### src/rtl/multicycle_datapath.sv
// multicycle_datapath: multi-cycle RV32I-subset core (lw, sw, add/sub/and/or/slt,
// addi/andi/ori/slti, beq, jal) sharing one req/ready memory port for fetch and data.
// Optional feature: define PERF_COUNTERS_EN to add o_cycle_cnt / o_instret_cnt.
module multicycle_datapath #(
   parameter int unsigned     XLEN     = 32,
   parameter logic [XLEN-1:0] RESET_PC = '0,
   parameter int unsigned     NREGS    = 32
) (
   input  logic            i_clk,
   input  logic            i_rst_n,
   output logic            o_mem_req,
   output logic            o_mem_we,
   output logic [XLEN-1:0] o_mem_addr,
   output logic [XLEN-1:0] o_mem_wdata,
   input  logic [XLEN-1:0] i_mem_rdata,
   input  logic            i_mem_ready,
   output logic [XLEN-1:0] o_pc,
   output logic            o_trap,
`ifdef PERF_COUNTERS_EN
   output logic [63:0]     o_cycle_cnt,
   output logic [63:0]     o_instret_cnt,
`endif
   output logic            o_instr_done
);

   localparam int unsigned RegAw = $clog2(NREGS);

   localparam logic [6:0] OpLoad   = 7'b0000011;
   localparam logic [6:0] OpStore  = 7'b0100011;
   localparam logic [6:0] OpAlu    = 7'b0110011;
   localparam logic [6:0] OpAluImm = 7'b0010011;
   localparam logic [6:0] OpBranch = 7'b1100011;
   localparam logic [6:0] OpJal    = 7'b1101111;

   typedef enum logic [2:0] {StFetch, StDecode, StExec, StMem, StWb, StTrap} state_t;

   state_t          r_state;
   state_t          w_state_d;
   logic [XLEN-1:0] r_pc;
   logic [XLEN-1:0] r_oldpc;
   logic [31:0]     r_ir;
   logic [XLEN-1:0] r_a;
   logic [XLEN-1:0] r_b;
   logic [XLEN-1:0] r_aluout;
   logic [XLEN-1:0] r_mdr;
   logic [XLEN-1:0] r_rf [NREGS];

   // Instruction fields
   logic [6:0] w_opcode;
   logic [4:0] w_rd;
   logic [4:0] w_rs1;
   logic [4:0] w_rs2;
   logic [2:0] w_funct3;
   logic [6:0] w_funct7;

   assign w_opcode = r_ir[6:0];
   assign w_rd     = r_ir[11:7];
   assign w_funct3 = r_ir[14:12];
   assign w_rs1    = r_ir[19:15];
   assign w_rs2    = r_ir[24:20];
   assign w_funct7 = r_ir[31:25];

   // Decode: IR is stable from DECODE through WB, so decode stays combinational
   logic w_is_load, w_is_store, w_is_alu, w_is_alui, w_is_beq, w_is_jal;
   logic w_f3_alu_ok;
   logic w_uses_rd, w_uses_rs1, w_uses_rs2;
   logic w_reg_ok, w_legal;

   assign w_f3_alu_ok = (w_funct3 == 3'b000) || (w_funct3 == 3'b111) ||
                        (w_funct3 == 3'b110) || (w_funct3 == 3'b010);
   assign w_is_load   = (w_opcode == OpLoad)  && (w_funct3 == 3'b010);
   assign w_is_store  = (w_opcode == OpStore) && (w_funct3 == 3'b010);
   assign w_is_alu    = (w_opcode == OpAlu) &&
                        (((w_funct7 == 7'b0000000) && w_f3_alu_ok) ||
                         ((w_funct7 == 7'b0100000) && (w_funct3 == 3'b000)));
   assign w_is_alui   = (w_opcode == OpAluImm) && w_f3_alu_ok;
   assign w_is_beq    = (w_opcode == OpBranch) && (w_funct3 == 3'b000);
   assign w_is_jal    = (w_opcode == OpJal);

   assign w_uses_rd  = w_is_load | w_is_alu | w_is_alui | w_is_jal;
   assign w_uses_rs1 = w_is_load | w_is_store | w_is_alu | w_is_alui | w_is_beq;
   assign w_uses_rs2 = w_is_store | w_is_alu | w_is_beq;

   // Only register fields the instruction actually uses must fit in NREGS
   assign w_reg_ok = (!w_uses_rd  || (32'(w_rd)  < NREGS)) &&
                     (!w_uses_rs1 || (32'(w_rs1) < NREGS)) &&
                     (!w_uses_rs2 || (32'(w_rs2) < NREGS));
   assign w_legal  = (w_is_load | w_is_store | w_is_alu | w_is_alui | w_is_beq | w_is_jal) &&
                     w_reg_ok;

   // Immediate generation, sign-extended to XLEN
   logic [XLEN-1:0] w_imm;
   always_comb begin
      w_imm = {{(XLEN-12){r_ir[31]}}, r_ir[31:20]};
      if (w_is_store) begin
         w_imm = {{(XLEN-12){r_ir[31]}}, r_ir[31:25], r_ir[11:7]};
      end else if (w_is_beq) begin
         w_imm = {{(XLEN-12){r_ir[31]}}, r_ir[7], r_ir[30:25], r_ir[11:8], 1'b0};
      end else if (w_is_jal) begin
         w_imm = {{(XLEN-20){r_ir[31]}}, r_ir[19:12], r_ir[20], r_ir[30:21], 1'b0};
      end
   end

   // ALU for R/I-type; address and branch targets have dedicated adders
   logic [XLEN-1:0] w_alu_b, w_alu_res, w_addr_sum, w_br_target, w_wb_data;
   assign w_alu_b     = w_is_alu ? r_b : w_imm;
   assign w_addr_sum  = r_a + w_imm;
   assign w_br_target = r_oldpc + w_imm;
   assign w_wb_data   = w_is_load ? r_mdr : r_aluout;

   // ALU operation select
   always_comb begin
      w_alu_res = r_a + w_alu_b;
      case (w_funct3)
         3'b000:  w_alu_res = (w_is_alu && w_funct7[5]) ? (r_a - w_alu_b) : (r_a + w_alu_b);
         3'b111:  w_alu_res = r_a & w_alu_b;
         3'b110:  w_alu_res = r_a | w_alu_b;
         3'b010:  w_alu_res = {{(XLEN-1){1'b0}}, ($signed(r_a) < $signed(w_alu_b))};
         default: w_alu_res = r_a + w_alu_b;
      endcase
   end

   // Register file reads, x0 reads as zero
   logic [XLEN-1:0] w_rs1_val, w_rs2_val;
   logic            w_rf_we;
   assign w_rs1_val = (w_rs1 == 5'd0) ? '0 : r_rf[w_rs1[RegAw-1:0]];
   assign w_rs2_val = (w_rs2 == 5'd0) ? '0 : r_rf[w_rs2[RegAw-1:0]];
   assign w_rf_we   = i_rst_n && (r_state == StWb) && (w_rd != 5'd0);

   // Register file write (not cleared by reset)
   always_ff @(posedge i_clk) begin
      if (w_rf_we) begin
         r_rf[w_rd[RegAw-1:0]] <= w_wb_data;
      end
   end

   // FSM state register
   always_ff @(posedge i_clk or negedge i_rst_n) begin
      if (!i_rst_n) begin
         r_state <= StFetch;
      end else begin
         r_state <= w_state_d;
      end
   end

   // FSM next state and memory-port / retire outputs
   always_comb begin
      w_state_d    = r_state;
      o_mem_req    = 1'b0;
      o_mem_we     = 1'b0;
      o_mem_addr   = r_pc;
      o_instr_done = 1'b0;
      unique case (r_state)
         StFetch: begin
            o_mem_req = 1'b1;
            if (i_mem_ready) w_state_d = StDecode;
         end
         StDecode: w_state_d = w_legal ? StExec : StTrap;
         StExec: begin
            if (w_is_load || w_is_store) begin
               w_state_d = StMem;
            end else if (w_is_beq) begin
               o_instr_done = 1'b1;
               w_state_d    = StFetch;
            end else begin
               w_state_d = StWb;
            end
         end
         StMem: begin
            o_mem_req  = 1'b1;
            o_mem_addr = r_aluout;
            o_mem_we   = w_is_store;
            if (i_mem_ready) begin
               if (w_is_store) begin
                  o_instr_done = 1'b1;
                  w_state_d    = StFetch;
               end else begin
                  w_state_d = StWb;
               end
            end
         end
         StWb: begin
            o_instr_done = 1'b1;
            w_state_d    = StFetch;
         end
         StTrap:  w_state_d = StTrap;
         default: w_state_d = StFetch;
      endcase
      // Request must drop the moment reset is asserted, before the async flop settles
      if (!i_rst_n) begin
         o_mem_req = 1'b0;
         o_mem_we  = 1'b0;
      end
   end

   // Datapath registers
   always_ff @(posedge i_clk or negedge i_rst_n) begin
      if (!i_rst_n) begin
         r_pc     <= RESET_PC;
         r_oldpc  <= RESET_PC;
         r_ir     <= '0;
         r_a      <= '0;
         r_b      <= '0;
         r_aluout <= '0;
         r_mdr    <= '0;
      end else begin
         case (r_state)
            StFetch: begin
               if (i_mem_ready) begin
                  r_ir    <= i_mem_rdata[31:0];
                  r_oldpc <= r_pc;
                  r_pc    <= r_pc + XLEN'(4);
               end
            end
            StDecode: begin
               r_a <= w_rs1_val;
               r_b <= w_rs2_val;
            end
            StExec: begin
               if (w_is_alu || w_is_alui) begin
                  r_aluout <= w_alu_res;
               end else if (w_is_load || w_is_store) begin
                  r_aluout <= w_addr_sum;
               end else if (w_is_beq) begin
                  if (r_a == r_b) r_pc <= w_br_target;
               end else if (w_is_jal) begin
                  r_pc     <= w_br_target;
                  r_aluout <= r_oldpc + XLEN'(4);
               end
            end
            StMem: begin
               if (i_mem_ready && w_is_load) r_mdr <= i_mem_rdata;
            end
            default: ;
         endcase
      end
   end

   assign o_pc        = r_pc;
   assign o_trap      = (r_state == StTrap);
   assign o_mem_wdata = r_b;

`ifdef PERF_COUNTERS_EN
   logic [63:0] r_cycle_cnt;
   logic [63:0] r_instret_cnt;

   // Free-running cycle and retired-instruction counters
   always_ff @(posedge i_clk or negedge i_rst_n) begin
      if (!i_rst_n) begin
         r_cycle_cnt   <= '0;
         r_instret_cnt <= '0;
      end else begin
         r_cycle_cnt <= r_cycle_cnt + 64'd1;
         if (o_instr_done) r_instret_cnt <= r_instret_cnt + 64'd1;
      end
   end

   assign o_cycle_cnt   = r_cycle_cnt;
   assign o_instret_cnt = r_instret_cnt;
`endif

endmodule

### config.mk
export PLATFORM = sky130hd
export DESIGN_NAME = multicycle_datapath
export DESIGN_NICKNAME = d
export VERILOG_FILES = /design/src/rtl/multicycle_datapath.sv
export SDC_FILE = /design/constraint.sdc
export NUM_CORES = 2
export LEC_CHECK = 0
export BUFFER_PORTS_ARGS = -buffer_cell sky130_fd_sc_hd__buf_2
export CAP_MARGIN = 20
export CORE_ASPECT_RATIO = 0.75
export CORE_UTILIZATION = 69
export CTS_BUF_LIST = sky130_fd_sc_hd__clkbuf_2
export CTS_CLUSTER_DIAMETER = 60
export DETAILED_ROUTE_END_ITERATION = 8
export GPL_ROUTABILITY_DRIVEN = 0
export HOLD_SLACK_MARGIN = 0.1
export PLACE_DENSITY_LB_ADDON = 0.15
export SKIP_CTS_REPAIR_TIMING = 1
export SYNTH_ARGS = -nofsm -noshare
export SYNTH_HDL_FRONTEND = slang
export SYNTH_SLANG_ARGS = --single-unit
### constraint.sdc
create_clock -name i_clk -period 14.35 [get_ports i_clk]
set_input_delay 2.1525 -clock i_clk [delete_from_list [all_inputs] [get_ports i_clk]]
set_output_delay 2.1525 -clock i_clk [all_outputs]
set_load 0.02 [all_outputs]
# ---- Word-level counts from Yosys, hierarchy flattened
# Memories as Yosys holds them, arrays and structs flattened.
# Cells that the tools add are included.
dict set report word_totals {
  ff_bits 227
  ram_bits 1024
  in_bits 35
  mem_count 1
  rom_bits 0
  latch_bits 0
}
dict set report op_classes {
  n_mul 0
  n_mux 39
  bitwise 7
  magnitude_cmp 1
  n_addsub 6
  eq_ne 23
  div 0
  shift 0
  n_reduce_logical 31
}
# memory words width rd rd_clocked_by_memory_dff write_ports line
set mem_list {}
lappend mem_list {r_rf 32 32 2 0 1 46} ;# logic [XLEN-1:0] r_rf [NREGS];
# operator n
set ops {}
lappend ops {{two-way mux 32 bit} 16}
lappend ops {{case mux 32 bit (4 select lines)} 1}
lappend ops {{adder 32 bit} 3}
lappend ops {{adder 32 x 3 -> 32 bit, second input constant} 2}
lappend ops {{case mux 32 bit (2 select lines)} 1}
lappend ops {{two-way mux 20 bit} 3}
lappend ops {{AND 32 bit} 1}
lappend ops {{== test 32 bit} 1}
lappend ops {{less-than comparator 32 bit} 1}
lappend ops {{bitwise OR 32 bit} 1}
lappend ops {{subtractor 32 bit} 1}
lappend ops {{== test 7 x 6 -> 1 bit, second input constant} 3}
lappend ops {{two-way mux 3 bit} 6}
lappend ops {{case mux 3 bit (5 select lines)} 1}
lappend ops {{== test 7 bit, second input constant} 2}
lappend ops {{== test 3 bit, second input constant} 4}
lappend ops {{logical AND 1 bit} 11}
lappend ops {{logical NOT 5 bit} 2}
lappend ops {{two-way mux 1 bit} 10}
lappend ops {{== test 3 x 2 -> 1 bit, second input constant} 3}
lappend ops {{inequality test 2 bit, second input constant} 4}
lappend ops {{== test 7 x 2 -> 1 bit, second input constant} 1}
lappend ops {{== test 7 x 5 -> 1 bit, second input constant} 1}
lappend ops {{logical NOT 7 bit} 1}
lappend ops {{other kinds (14)} 27}

# ---- Logic depth before layout (Yosys ltp)
dict set report depth {
  word_depth 13
  depth_mapped 21
  ltp_nobuf 21
}

# ---- Least setup slack after synthesis
# No wires, ideal clock.
dict set report synth_path {
  path_type {input -> output}
  from {input i_rst_n}
  to {output o_mem_req}
  slack_ns 9.246
  required_ns 12.198
  arrival_time_ns 2.952
  stages 2
  cell_sequence {inv_1 nor4b_1}
}
dict set report synth_via {
  elab_chain_len 1
}
# element line
set synth_lines {}
lappend synth_lines {{from (decl)} 10} ;# input logic i_rst_n,
lappend synth_lines {{two-way mux 1 bit} 190} ;# if (!i_rst_n) begin
lappend synth_lines {{to (decl)} 11} ;# output logic o_mem_req,
# No other way between the ends.

# ---- Worst setup path after layout
dict set report layout_path {
  from {register r_ir[12]}
  to {output o_instr_done}
}
dict set report layout_via {
  elab_chain_len 5
  elab_cells_between_ends 11
  cone_classes {1 x eq/ne; 5 x mux; 5 x reduce/logical}
}
# element line
set layout_lines {}
lappend layout_lines {{from (decl)} 41} ;# logic [31:0] r_ir;
lappend layout_lines {{from (signal assigned)} 210} ;# r_ir <= i_mem_rdata[31:0];
lappend layout_lines {{== test 3 x 2 -> 1 bit / logical NOT 3 bit (equally long branches)} {71, 72, 77}}
lappend layout_lines {{logical AND 1 bit (on tied branches)} {72, 71, 77}}
lappend layout_lines {{two-way mux 1 bit (tied with other cells)} 174} ;# if (w_is_store) begin
lappend layout_lines {{two-way mux 1 bit (on tied branches)} {173, 160}}
lappend layout_lines {{case mux 1 bit (3 select lines) (*)} 153} ;# unique case (r_state)
lappend layout_lines {{to (decl)} 23} ;# output logic o_instr_done
# Every way passes the cells marked *; elsewhere a longest branch is shown, timed or not.

==> summary.md <==
| Metric | Value |
|---|---|
| Kind of critical path | reg2out |
| Number of antenna violations at the first check in global routing | 24 |
| Max rail drop VDD | 0.000164 V |
| Setup-violating endpoint count in the final report | 0 |
| Data required time of the critical path | 12.20 ns |
| Violation count after the first detailed-route iteration | roughly 8.9k |
| Vias | about 48k |
| Global-route wire length before repair | 314 mm |
| Standby leakage power | 28.4 nW |
| Worst Reg2Reg Path Length in Cells | 19 |
| Largest area contributor in the synthesized netlist | sky130_fd_sc_hd__edfxtp_1 |
| Top library cells by usage in the layout, fill and taps aside | sky130_fd_sc_hd__edfxtp_1, sky130_fd_sc_hd__mux4_2, sky130_fd_sc_hd__clkbuf_2, sky130_fd_sc_hd__nand2_1, sky130_fd_sc_hd__dfrtp_1 |
| Clock tree from TritonCTS | yes |
| Final Cycle Share | 44.1% |
| Setup crit end kind | primary output |
| Total Routed Length | around 220 mm |
| Capture instance of the worst register-to-register path | r_aluout[25] |
| Starting density of the core | 69.8% |
| Number of detailed-route iterations in the first pass | 8 |
| H-tree depth | 5 |
| Routed vias/inst | 7.67 |
| Peak clock frequency supported by timing | 0.158 GHz |
| Number of core rows | 98 |
| Fillers | 5835 |
| Count of flip-flops with a built-in enable after synthesis | 1024 |
| Run status | finished clean |
| Largest net degree at the start of global routing | 130 |
| Worst min-delay path class | in2async |
| Post-synthesis sequential element count | between 1k and 1.5k |
| Most used DFF post-synth | sky130_fd_sc_hd__edfxtp_1 |
| Drt drc | 0 |
| Count of final max-slew check failures | 0 |
| Placed wire-length estimate after detailed placement | 139 mm |
| Total routing usage reported by global routing | 45.6% |
| Slowest Stage Delay on Critical Path | a little under 0.7 ns |
| DIE AREA | 0.0978 sq mm |
| Count of port buffers added during placement | roughly 130 |
| Yosys top cell area share | a little under half |
| Worst r2r src | r_ir[14] |
| Fraction of final layout cells sized beyond drive strength 1 | between 30% and 40% |
| Max Cap Viol | 0 |
| Final antenna-violating net count | 0 |
| Max transition margin | 18.2% |
| Post-synthesis cell type count | a little under 100 |
| Standard cell with the maximum stage delay on the critical path | sky130_fd_sc_hd__nor3_1 |
| Layout overhead on the synthesized area | 7.32% |
| CP Capture Point | o_instr_done |
| Number of nets in the layout | 4932 |
| Number of placed instances with taps included | 5675 |
| Maximum buffer depth of the clock tree | 4 |
| Setup repair after global routing missed its margin | false |
| Worst-Skew Late Latency | 1.75 ns |
| Non-filler cells in the finished layout | around 6.2k |
| Routed wirelength normalized by instance count | 35.5 microns |
| Die X-Extent | around 360 microns |
| Clock slew at reported path FFs | 0.14 ns |
| Die outline height | 271 microns |
| Area taken by multi-input logic gates | 0.0289 sq mm |
| Areal power density over the cells | 184 mW/mm^2 |
| Reg2Reg Setup Slack | 8.26 ns |
| Maximum clock skew at final layout | around 0.17 ns |
| Crit path DAT | 4.17 ns |
| Total congestion overflow | 0 |
| Vias in the first global route | between 40k and 50k |
| Critical path, cell by cell | buf_4, nor3_1, nand3_1, o22ai_1, a22o_1, buf_2 |
| Synthesized instance count | 4458 |
| Placeable Area | 0.0954 sq mm |
| Cell area after synthesis | 0.0666 sq mm |
| CTS Root Cell | sky130_fd_sc_hd__clkbuf_2 |
| Ranking of synthesized cells by area | sky130_fd_sc_hd__edfxtp_1, sky130_fd_sc_hd__mux4_2, sky130_fd_sc_hd__dfrtp_1 |
| Most common cell after layout, fill and taps aside | sky130_fd_sc_hd__edfxtp_1 |
| Number of clock sinks | roughly 1.3k |
| Count of yosys warnings during synthesis | 0 |
| Num CTS Buffers | 305 |
| Sequential element share of the synthesized area | between 50 and 60% |
| Seq. cell area | approximately 0.036 sq mm |
| Worst Tran Pin Value | 1.22 ns |
| Fin. Hold Viols | 0 |
| Launch point of the worst path | r_ir[12] |
| Total negative slack | 0 ns |
| CP startpoint kind | register |
| Min Tclk post-route | 6.32 ns |
| Avg Inst Size Synth | 14.9 sq um |
| Ports | approximately 140 |
| Share of async-settable or async-resettable flops after synthesis | between 15 and 20% |
| Largest fanout on the critical path | 29 |
[cells in the mapped netlist (all sizes together) (7+ instances only)]
cell,instances
a21o,67
o211ai,17
nand3,55
a221oi,17
dfrtp,227
o221ai,11
nand4,28
or2,11
o21bai,23
o22ai,70
nor3,43
or3,12
mux2i,59
a2111oi,7
nor2b,43
o32ai,27
nand2,387
nor2,191
inv,136
a31oi,31
xor2,64
o31ai,19
mux2,155
a211o,8
a211oi,24
nor4,20
edfxtp,1024
nand2b,22
o21ai,167
buf,99
ha,161
and3,23
xnor2,84
o21a,14
o2bb2ai,18
mux4,608
clkbuf,187
a21oi,207
[routing by layer]
| layer | track usage, % | vias to the layer above | routed length, microns |
|---|---|---|---|
| met1 | 61.7 | 23379 | 74200 |
| met3 | 18.6 | 957 | 38400 |
| met5 | 0 | - | 218 |
| met4 | 26.9 | 32 | 14900 |
| met2 | 62.5 | 4721 | 93000 |
| li1 | - | 18546 | - |
[how the worst min path moves through the flow]
stage	startpoint	to	slack [ns]	cells past startpoint
detailed placement	r_ir[1]	r_ir[1]	0.47	2
floorplan	r_ir[0]	r_ir[0]	0.45	2
finish	i_rst_n	r_state[1]	0.45	1
global route	i_rst_n	r_state[1]	0.50	1
CTS	i_rst_n	r_state[1]	0.43	1
global placement	r_ir[1]	r_ir[1]	0.46	2
[area by class of cell]
class | count | share of cell area, %
clock inverter | 85 | 0.583
inverter | 137 | 0.720
clock buffer | 432 | 3.03
multi-input combinational | 2815 | 40.5
tap | 1250 | 2.19
timing repair buffer | 222 | 1.94
antenna | 19 | 0.0665
sequential | 1251 | 51.0
[critical path, delay by kind of cell, from the launching register on]
kind / cells / cell delay (ns)
AOI/OAI and AO/OA: 2 / 0.40
buffers and inverters: 2 / 0.52
and+or+nand+nor: 2 / 1.03
DFF: 1 / 0.56
[cells by family after synthesis]
family                   count (synthesis)  synth area share (%)
AO/OA/AOI/OAI                          783                  7.67
XOR/XNOR                               148                  1.95
adder cells (fa/ha/maj)                165                  3.15
buffers and inverters                  423                  2.53
flip-flops                            1251                  54.7
multiplexers                           822                  24.1
other                                    1               0.00563
AND/OR/NAND/NOR                        865                  5.92
[per-stage QoR]
step / util (%) / setup slack [ns] / cell area (sq um) / hold slack, ns / power, mW
6_report: 74.9 / 8.03 / 71500 / 0.452 / 13.1
5_1_grt: 74.9 / 7.92 / 71400 / 0.495 / 13.6
3_3_place_gp: 72.1 / 8.72 / 68800 / 0.458 / 10.5
4_1_cts: 74.9 / 8.08 / 71400 / 0.428 / 12.9
3_5_place_dp: 72.2 / 8.66 / 68800 / 0.475 / 10.6
2_1_floorplan: - / 9.25 / 66700 / 0.446 / 8.78
[registers in the layout, summed over array words and instances (netlist names)]
name,flops
r_rf,1024
o_pc,32
r_state,3
r_aluout,32
r_ir,32
o_mem_wdata,32
r_a,32
r_oldpc,32
r_mdr,32
[report_power, final]
part | leakage, nW | switching [mW] | internal (mW) | total [mW]
combinational | 11.8 | 3.74 | 2.43 | 6.17
sequential | 14.6 | 0.579 | 4.04 | 4.62
clock | 2.00 | 1.47 | 0.857 | 2.33
Power figures use the tool's default switching activity.
